==> src/rtl/linalg_pkg.sv <==
`default_nettype none
// ============================================================================
//  Package     : linalg_pkg
//  Description : Shared types and width helpers for the fixed-point linear
//                algebra blocks (matvec_seq and its conversion sub-module).
//                  mv_state_t     - IDLE / BUSY / DONE controller states
//                  mv_prod_w      - exact signed product width for two operands
//                  mv_acc_w       - accumulator width that cannot overflow
//                  sfx_max/min    - signed range limits for a total bit width
//  Revision    : 1.0 - initial release
// ============================================================================
package linalg_pkg;

  typedef enum logic [1:0] {
    IDLE = 2'd0,
    BUSY = 2'd1,
    DONE = 2'd2
  } mv_state_t;

  // Exact product of two signed wi-bit operands.
  function automatic int mv_prod_w(input int wi);
    return 2 * wi;
  endfunction

  // Sum of n exact products; log2(n) guard bits keep it from overflowing.
  function automatic int mv_acc_w(input int wi, input int n);
    return 2 * wi + $clog2(n);
  endfunction

  // Largest signed value representable in w bits.
  function automatic longint sfx_max(input int w);
    return (longint'(1) <<< (w - 1)) - longint'(1);
  endfunction

  // Most negative signed value representable in w bits.
  function automatic longint sfx_min(input int w);
    return -(longint'(1) <<< (w - 1));
  endfunction

endpackage : linalg_pkg
`default_nettype wire

==> src/rtl/fxp_shift_sat.sv <==
`default_nettype none
// ============================================================================
//  Module      : fxp_shift_sat
//  Description : Combinational fixed-point narrowing. Arithmetic right shift
//                (floor, no rounding), range check against the signed OUT_W
//                range, then either clamp or wrap the result.
//  Build macro : MATVEC_SAT_EN - defined: clamp to the signed limits
//                                undefined: keep the low OUT_W bits (wrap)
//                The overflow output is identical in both builds.
//  Ports       : din_i  [IN_W]  signed wide input
//                dout_o [OUT_W] narrowed result
//                ovf_o          shifted value does not fit in OUT_W bits
//  Revision    : 1.0 - initial release
// ============================================================================
module fxp_shift_sat
  import linalg_pkg::*;
#(
  parameter int IN_W  = 52,
  parameter int OUT_W = 25,
  parameter int SHIFT = 16
) (
  input  logic signed [IN_W-1:0]  din_i,
  output logic        [OUT_W-1:0] dout_o,
  output logic                    ovf_o
);

  localparam logic signed [IN_W-1:0] c_MAX = IN_W'(sfx_max(OUT_W));
  localparam logic signed [IN_W-1:0] c_MIN = IN_W'(sfx_min(OUT_W));

  logic signed [IN_W-1:0] w_shifted;

  // >>> on a signed operand rounds toward minus infinity.
  assign w_shifted = din_i >>> SHIFT;
  assign ovf_o     = (w_shifted > c_MAX) || (w_shifted < c_MIN);

`ifdef MATVEC_SAT_EN
  always_comb begin
    dout_o = w_shifted[OUT_W-1:0];
    if (ovf_o) begin
      dout_o = w_shifted[IN_W-1] ? c_MIN[OUT_W-1:0] : c_MAX[OUT_W-1:0];
    end
  end
`else
  assign dout_o = w_shifted[OUT_W-1:0];
`endif

endmodule : fxp_shift_sat
`default_nettype wire

==> src/rtl/matvec_seq.sv <==
`default_nettype none
// ============================================================================
//  Module      : matvec_seq
//  Description : Sequential fixed-point N x N matrix by N-vector multiplier,
//                Pp[j] = sum_i H[i][j] * p[i], using a single time-shared MAC.
//                One MAC per BUSY cycle; result after N*N cycles.
//  Build macro : MATVEC_SAT_EN - clamp out-of-range results (else wrap)
//  Ports       : clk, reset_n        clock, async active-low reset
//                in_valid/in_ready   input handshake (H, p)
//                H [N][N][WII+WIF]   signed matrix, H[i][j] scales p[i] into Pp[j]
//                p [N][WII+WIF]      signed vector
//                out_valid/out_ready output handshake (Pp, overflow)
//                Pp [N][WOI+WOF]     signed result
//                overflow            some Pp element out of range this result
//  Revision    : 1.0 - initial release
// ============================================================================
module matvec_seq
  import linalg_pkg::*;
#(
  parameter int N   = 4,
  parameter int WII = 9,
  parameter int WIF = 16,
  parameter int WOI = 9,
  parameter int WOF = 16
) (
  input  logic                              clk,
  input  logic                              reset_n,
  input  logic                              in_valid,
  output logic                              in_ready,
  input  logic [N-1:0][N-1:0][WII+WIF-1:0]  H,
  input  logic [N-1:0][WII+WIF-1:0]         p,
  output logic                              out_valid,
  input  logic                              out_ready,
  output logic [N-1:0][WOI+WOF-1:0]         Pp,
  output logic                              overflow
);

  localparam int IN_W   = WII + WIF;
  localparam int OUT_W  = WOI + WOF;
  localparam int PROD_W = mv_prod_w(IN_W);
  localparam int ACC_W  = mv_acc_w(IN_W, N);
  localparam int CW     = $clog2(N);
  localparam int SHIFT  = 2 * WIF - WOF;

  mv_state_t                        state_q, state_d;
  logic [CW-1:0]                    i_q, i_d, j_q, j_d;
  logic signed [ACC_W-1:0]          acc_q, acc_d;
  logic [N-1:0][N-1:0][IN_W-1:0]    h_q, h_d;
  logic [N-1:0][IN_W-1:0]           p_q, p_d;
  logic [N-1:0][OUT_W-1:0]          pp_q, pp_d;
  logic                             ovf_q, ovf_d;

  logic signed [IN_W-1:0]           w_h_sel, w_p_sel;
  logic signed [PROD_W-1:0]         w_prod;
  logic signed [ACC_W-1:0]          w_acc_sum;
  logic [OUT_W-1:0]                 w_conv;
  logic                             w_conv_ovf;
  logic                             w_accept, w_last_i, w_last_j;

  // MAC datapath: current term of row j is H[i][j] * p[i].
  assign w_h_sel   = h_q[i_q][j_q];
  assign w_p_sel   = p_q[i_q];
  assign w_prod    = w_h_sel * w_p_sel;
  assign w_acc_sum = acc_q + ACC_W'(w_prod);

  fxp_shift_sat #(
    .IN_W  (ACC_W),
    .OUT_W (OUT_W),
    .SHIFT (SHIFT)
  ) u_conv (
    .din_i  (w_acc_sum),
    .dout_o (w_conv),
    .ovf_o  (w_conv_ovf)
  );

  assign w_last_i  = (i_q == CW'(N - 1));
  assign w_last_j  = (j_q == CW'(N - 1));

  // in_ready depends only on state and out_ready, never on in_valid.
  assign in_ready  = (state_q == IDLE) || ((state_q == DONE) && out_ready);
  assign w_accept  = in_valid && in_ready;

  assign out_valid = (state_q == DONE);
  assign Pp        = pp_q;
  assign overflow  = ovf_q;

  always_comb begin
    state_d = state_q;
    i_d     = i_q;
    j_d     = j_q;
    acc_d   = acc_q;
    h_d     = h_q;
    p_d     = p_q;
    pp_d    = pp_q;
    ovf_d   = ovf_q;

    case (state_q)
      IDLE: ;
      BUSY: begin
        if (w_last_i) begin
          // Row complete: the final term goes straight into the converter.
          pp_d[j_q] = w_conv;
          ovf_d     = ovf_q | w_conv_ovf;
          acc_d     = '0;
          i_d       = '0;
          if (w_last_j) begin
            j_d     = '0;
            state_d = DONE;
          end else begin
            j_d     = j_q + 1'b1;
          end
        end else begin
          acc_d = w_acc_sum;
          i_d   = i_q + 1'b1;
        end
      end
      DONE: begin
        if (out_ready) state_d = IDLE;
      end
      default: state_d = IDLE;
    endcase

    // Acceptance (from IDLE, or from DONE on the same edge as the transfer).
    if (w_accept) begin
      h_d     = H;
      p_d     = p;
      i_d     = '0;
      j_d     = '0;
      acc_d   = '0;
      ovf_d   = 1'b0;
      state_d = BUSY;
    end
  end

  always_ff @(posedge clk or negedge reset_n) begin
    if (!reset_n) begin
      state_q <= IDLE;
      i_q     <= '0;
      j_q     <= '0;
      acc_q   <= '0;
      h_q     <= '0;
      p_q     <= '0;
      pp_q    <= '0;
      ovf_q   <= 1'b0;
    end else begin
      state_q <= state_d;
      i_q     <= i_d;
      j_q     <= j_d;
      acc_q   <= acc_d;
      h_q     <= h_d;
      p_q     <= p_d;
      pp_q    <= pp_d;
      ovf_q   <= ovf_d;
    end
  end

endmodule : matvec_seq
`default_nettype wire

==> config.mk <==
export PLATFORM = sky130hd
export DESIGN_NAME = matvec_seq
export DESIGN_NICKNAME = d
export VERILOG_FILES = /design/src/rtl/linalg_pkg.sv /design/src/rtl/fxp_shift_sat.sv /design/src/rtl/matvec_seq.sv
export SDC_FILE = /design/constraint.sdc
export NUM_CORES = 2
export LEC_CHECK = 0
export ABC_AREA = 1
export BUFFER_PORTS_ARGS = -buffer_cell sky130_fd_sc_hd__buf_2
export CORE_MARGIN = 5
export CORE_UTILIZATION = 50
export DETAILED_ROUTE_END_ITERATION = 16
export PLACE_DENSITY_LB_ADDON = 0.2
export SYNTH_ARGS = -nofsm -noshare
export SYNTH_HDL_FRONTEND = slang
export SYNTH_SLANG_ARGS = --single-unit
==> constraint.sdc <==
create_clock -name clk -period 17.3 [get_ports clk]
set_input_delay 1.73 -clock clk [delete_from_list [all_inputs] [get_ports clk]]
set_output_delay 1.73 -clock clk [all_outputs]
set_load 0.1 [all_outputs]
==> flow_summary.toml <==
[yosys]
synth.area.top_cells = "dfrtp_1, fa_1, nand2_1, inv_1, ha_1"
ys_types = 50
async_flop_share = 1.00
synth_top_area_cell = "dfrtp_1"
syn_area_per_cell_um2 = 8.20
ys_dominant_reg_cell = "dfrtp_1"
syn-num-nets = 8140
synth_warnings = 0
syn_inst = 6720
synth_area_mm2 = 0.0551
ys_seq_area_frac = 0.299
yosysTopAreaCellShare = 0.299
synth-edff-count = 0
ys_seq_elements = 659

[min_path]
worstHoldPathType = "reg -> reg"
hold_start = "h_q[282]"
hold_path_depth = 2
hold_path_end = "h_q[282]"

[routing]
viasPerCell = 5.46
met2_length_mm = 88.6
drtIter0Drc = 4611
wl_per_cell_um = 22.8
wirelength_mm = 198
dr.max_layer_used = "met5"
wl_met1_mm = 77.3
dr_total_vias = 47400
antenna_left = 0
route.detailed.drc = 0
dr.pass1.iters = 7
met3_length_mm = 19.3

[sta]
fin_crit_sh = 0.628
hold_viol = 0
setup_violations = 0
min_period_ps = 10860
grt_setup_unrepaired = "false"
max_freq_mhz = 92.1
tightestPinTransition_ps = 1200
drv_slew = 0
fin_skew_ps = 50.3
setup_tns_ps = 0
relSlewSlack = 0.202

[setup_path]
critical_path.max_fanout = 73
endpoint_kind = "flip-flop"
slowest_stage = "dfrtp_4"
arrival_ps = 11360
cp-start-kind = "flip-flop"
cpPeakStageDelay_ps = 740
ff2ff_path_depth = 29
r2r-start = "i_q[0]"
cp.required_ps = 17800
reg2reg_to = "acc_q[26]"
cpMostUsedCell = "fa_1"
ff2ff_setup_slack_ps = 6440
crit_type = "reg -> reg"

[die]
die_w_um = 342
fp-row-count = 121
io_pins = 607
die-area_mm2 = 0.117
core_mm2 = 0.109
die_y_um = 342
start_util = 0.505

[cts]
holdBufCountCts = 0
htreeDepth = 3
clockBufferDepth = 3
cts_tree = "done"
cts_setup_buffers = 0
clk_pin_slew_worst_paths_ps = 60
clock_latency_ps = 680
root_buffer = "clkbuf_16"
cts-resized-gates = 0
clock_sinks = 659
cts_buffers = 74

[grt]
antenna_found_initial = 20
grt_pass1_wl_mm = 301
overflow = 0
gr-usage-all-layers = 0.341
grt_start_max_net_pins = 187
grt_pass1_vias = 49300

[placed_design]
port_buffers = 606
hpwlAfterDp_mm = 153
gp_congestion = 0.986
dpl.cell_count = 8546

[finish]
final_cell_count_no_fill = 8693
syn_to_final_growth_pct = 11.9
layout_commonest_cell = "nand2_1"
drive_gt1_frac = 0.129
mostFrequentLayoutCells = "nand2_1, inv_1, fa_1, dfrtp_1, buf_2"
num-nets-final = 8566

[run_status]
status = "finished clean"

[job]
max_cap_violations = 0
==> flip-flops by register name (all words and copies together), names as in the netlist <==
signal,count
h_q,400
Pp,100
p_q,100
acc_q,52
i_q,2
j_q,2
state_q,2
overflow,1
==> synthesized netlist by cell type, types with 2 or more instances <==
cell / count
a22o_1: 5
a32o_1: 4
nand3_1: 79
nand4_1: 20
and2_1: 2
a32oi_4: 3
o22ai_1: 25
xor2_1: 23
a21o_1: 2
a31oi_1: 5
a32oi_1: 6
nand2_2: 16
o21ai_1: 30
buf_4: 17
nor2_2: 13
dfrtp_1: 659
o21bai_1: 10
o221ai_1: 72
o211ai_1: 24
a32oi_2: 15
xnor2_1: 7
a21oi_1: 82
a21oi_2: 4
nor2_1: 555
ha_1: 177
buf_1: 13
or2_1: 9
fa_1: 739
buf_2: 106
nor2_4: 3
o21ai_0: 336
inv_1: 995
buf_6: 7
nand2_1: 2392
nand3_2: 4
clkbuf_1: 173
nor3_1: 5
inv_2: 54
or2_2: 17
nor3_2: 2
==> layer usage <==
layer	global-route usage	vias up
met5	0	-
met4	0.182	10
met3	0.0831	540
met2	0.523	2254
met1	0.452	23600
li1	-	21000
==> area by class of cell <==
class                      instances  area [um2]
multi-input combinational       4694       33300
timing repair buffer             667        3510
fill                           10100       47500
clock inverter                    25         407
clock buffer                     110        2180
antenna                           12        30.0
sequential                       659       16500
inverter                        1050        3960
tap                             1476        1850
==> critical path: cells and delay by family, from the launching register on <==
kind | cells | cell delay, ps
AO/OA/AOI/OAI | 6 | 1470
adder cells (fa/ha/maj) | 8 | 3670
flip-flops | 1 | 740
XOR/XNOR | 1 | 720
buffers and inverters | 8 | 2430
AND/OR/NAND/NOR | 6 | 1420
==> logic make-up after synthesis <==
logic type	Yosys count	share of synthesized area
AO/OA/AOI/OAI	629	0.0707
XOR/XNOR	31	0.00506
adder cells (fa/ha/maj)	916	0.309
buffers and inverters	1367	0.0976
flip-flops	659	0.299
AND/OR/NAND/NOR	3118	0.219
==> worst max-delay path by stage <==
stage / start / cells past startpoint / slack [ps] / endpoint
floorplan: i_q[1] / 35 / 9780 / overflow
detailed placement: i_q[0] / 34 / 6680 / Pp[22]
global route: i_q[0] / 32 / 5880 / Pp[97]
CTS: i_q[0] / 34 / 6590 / overflow
finish: i_q[0] / 29 / 6440 / acc_q[26]
global placement: i_q[0] / 32 / 6740 / Pp[47]
==> per-stage QoR <==
stage / util / hold WS [ps] / worst slack (ps) / instance area (um2)
floorplan: - / 441 / 9780 / 55100
global placement: 0.541 / 456 / 6740 / 59100
detailed placement: 0.541 / 457 / 6680 / 59100
CTS: 0.565 / 473 / 6590 / 61700
global route: 0.565 / 483 / 5880 / 61700
finish: 0.565 / 473 / 6440 / 61700
Power is left out: the tool's default activity adds up to more than one toggle a clock period on the data nets, which glitch-free logic cannot reach.
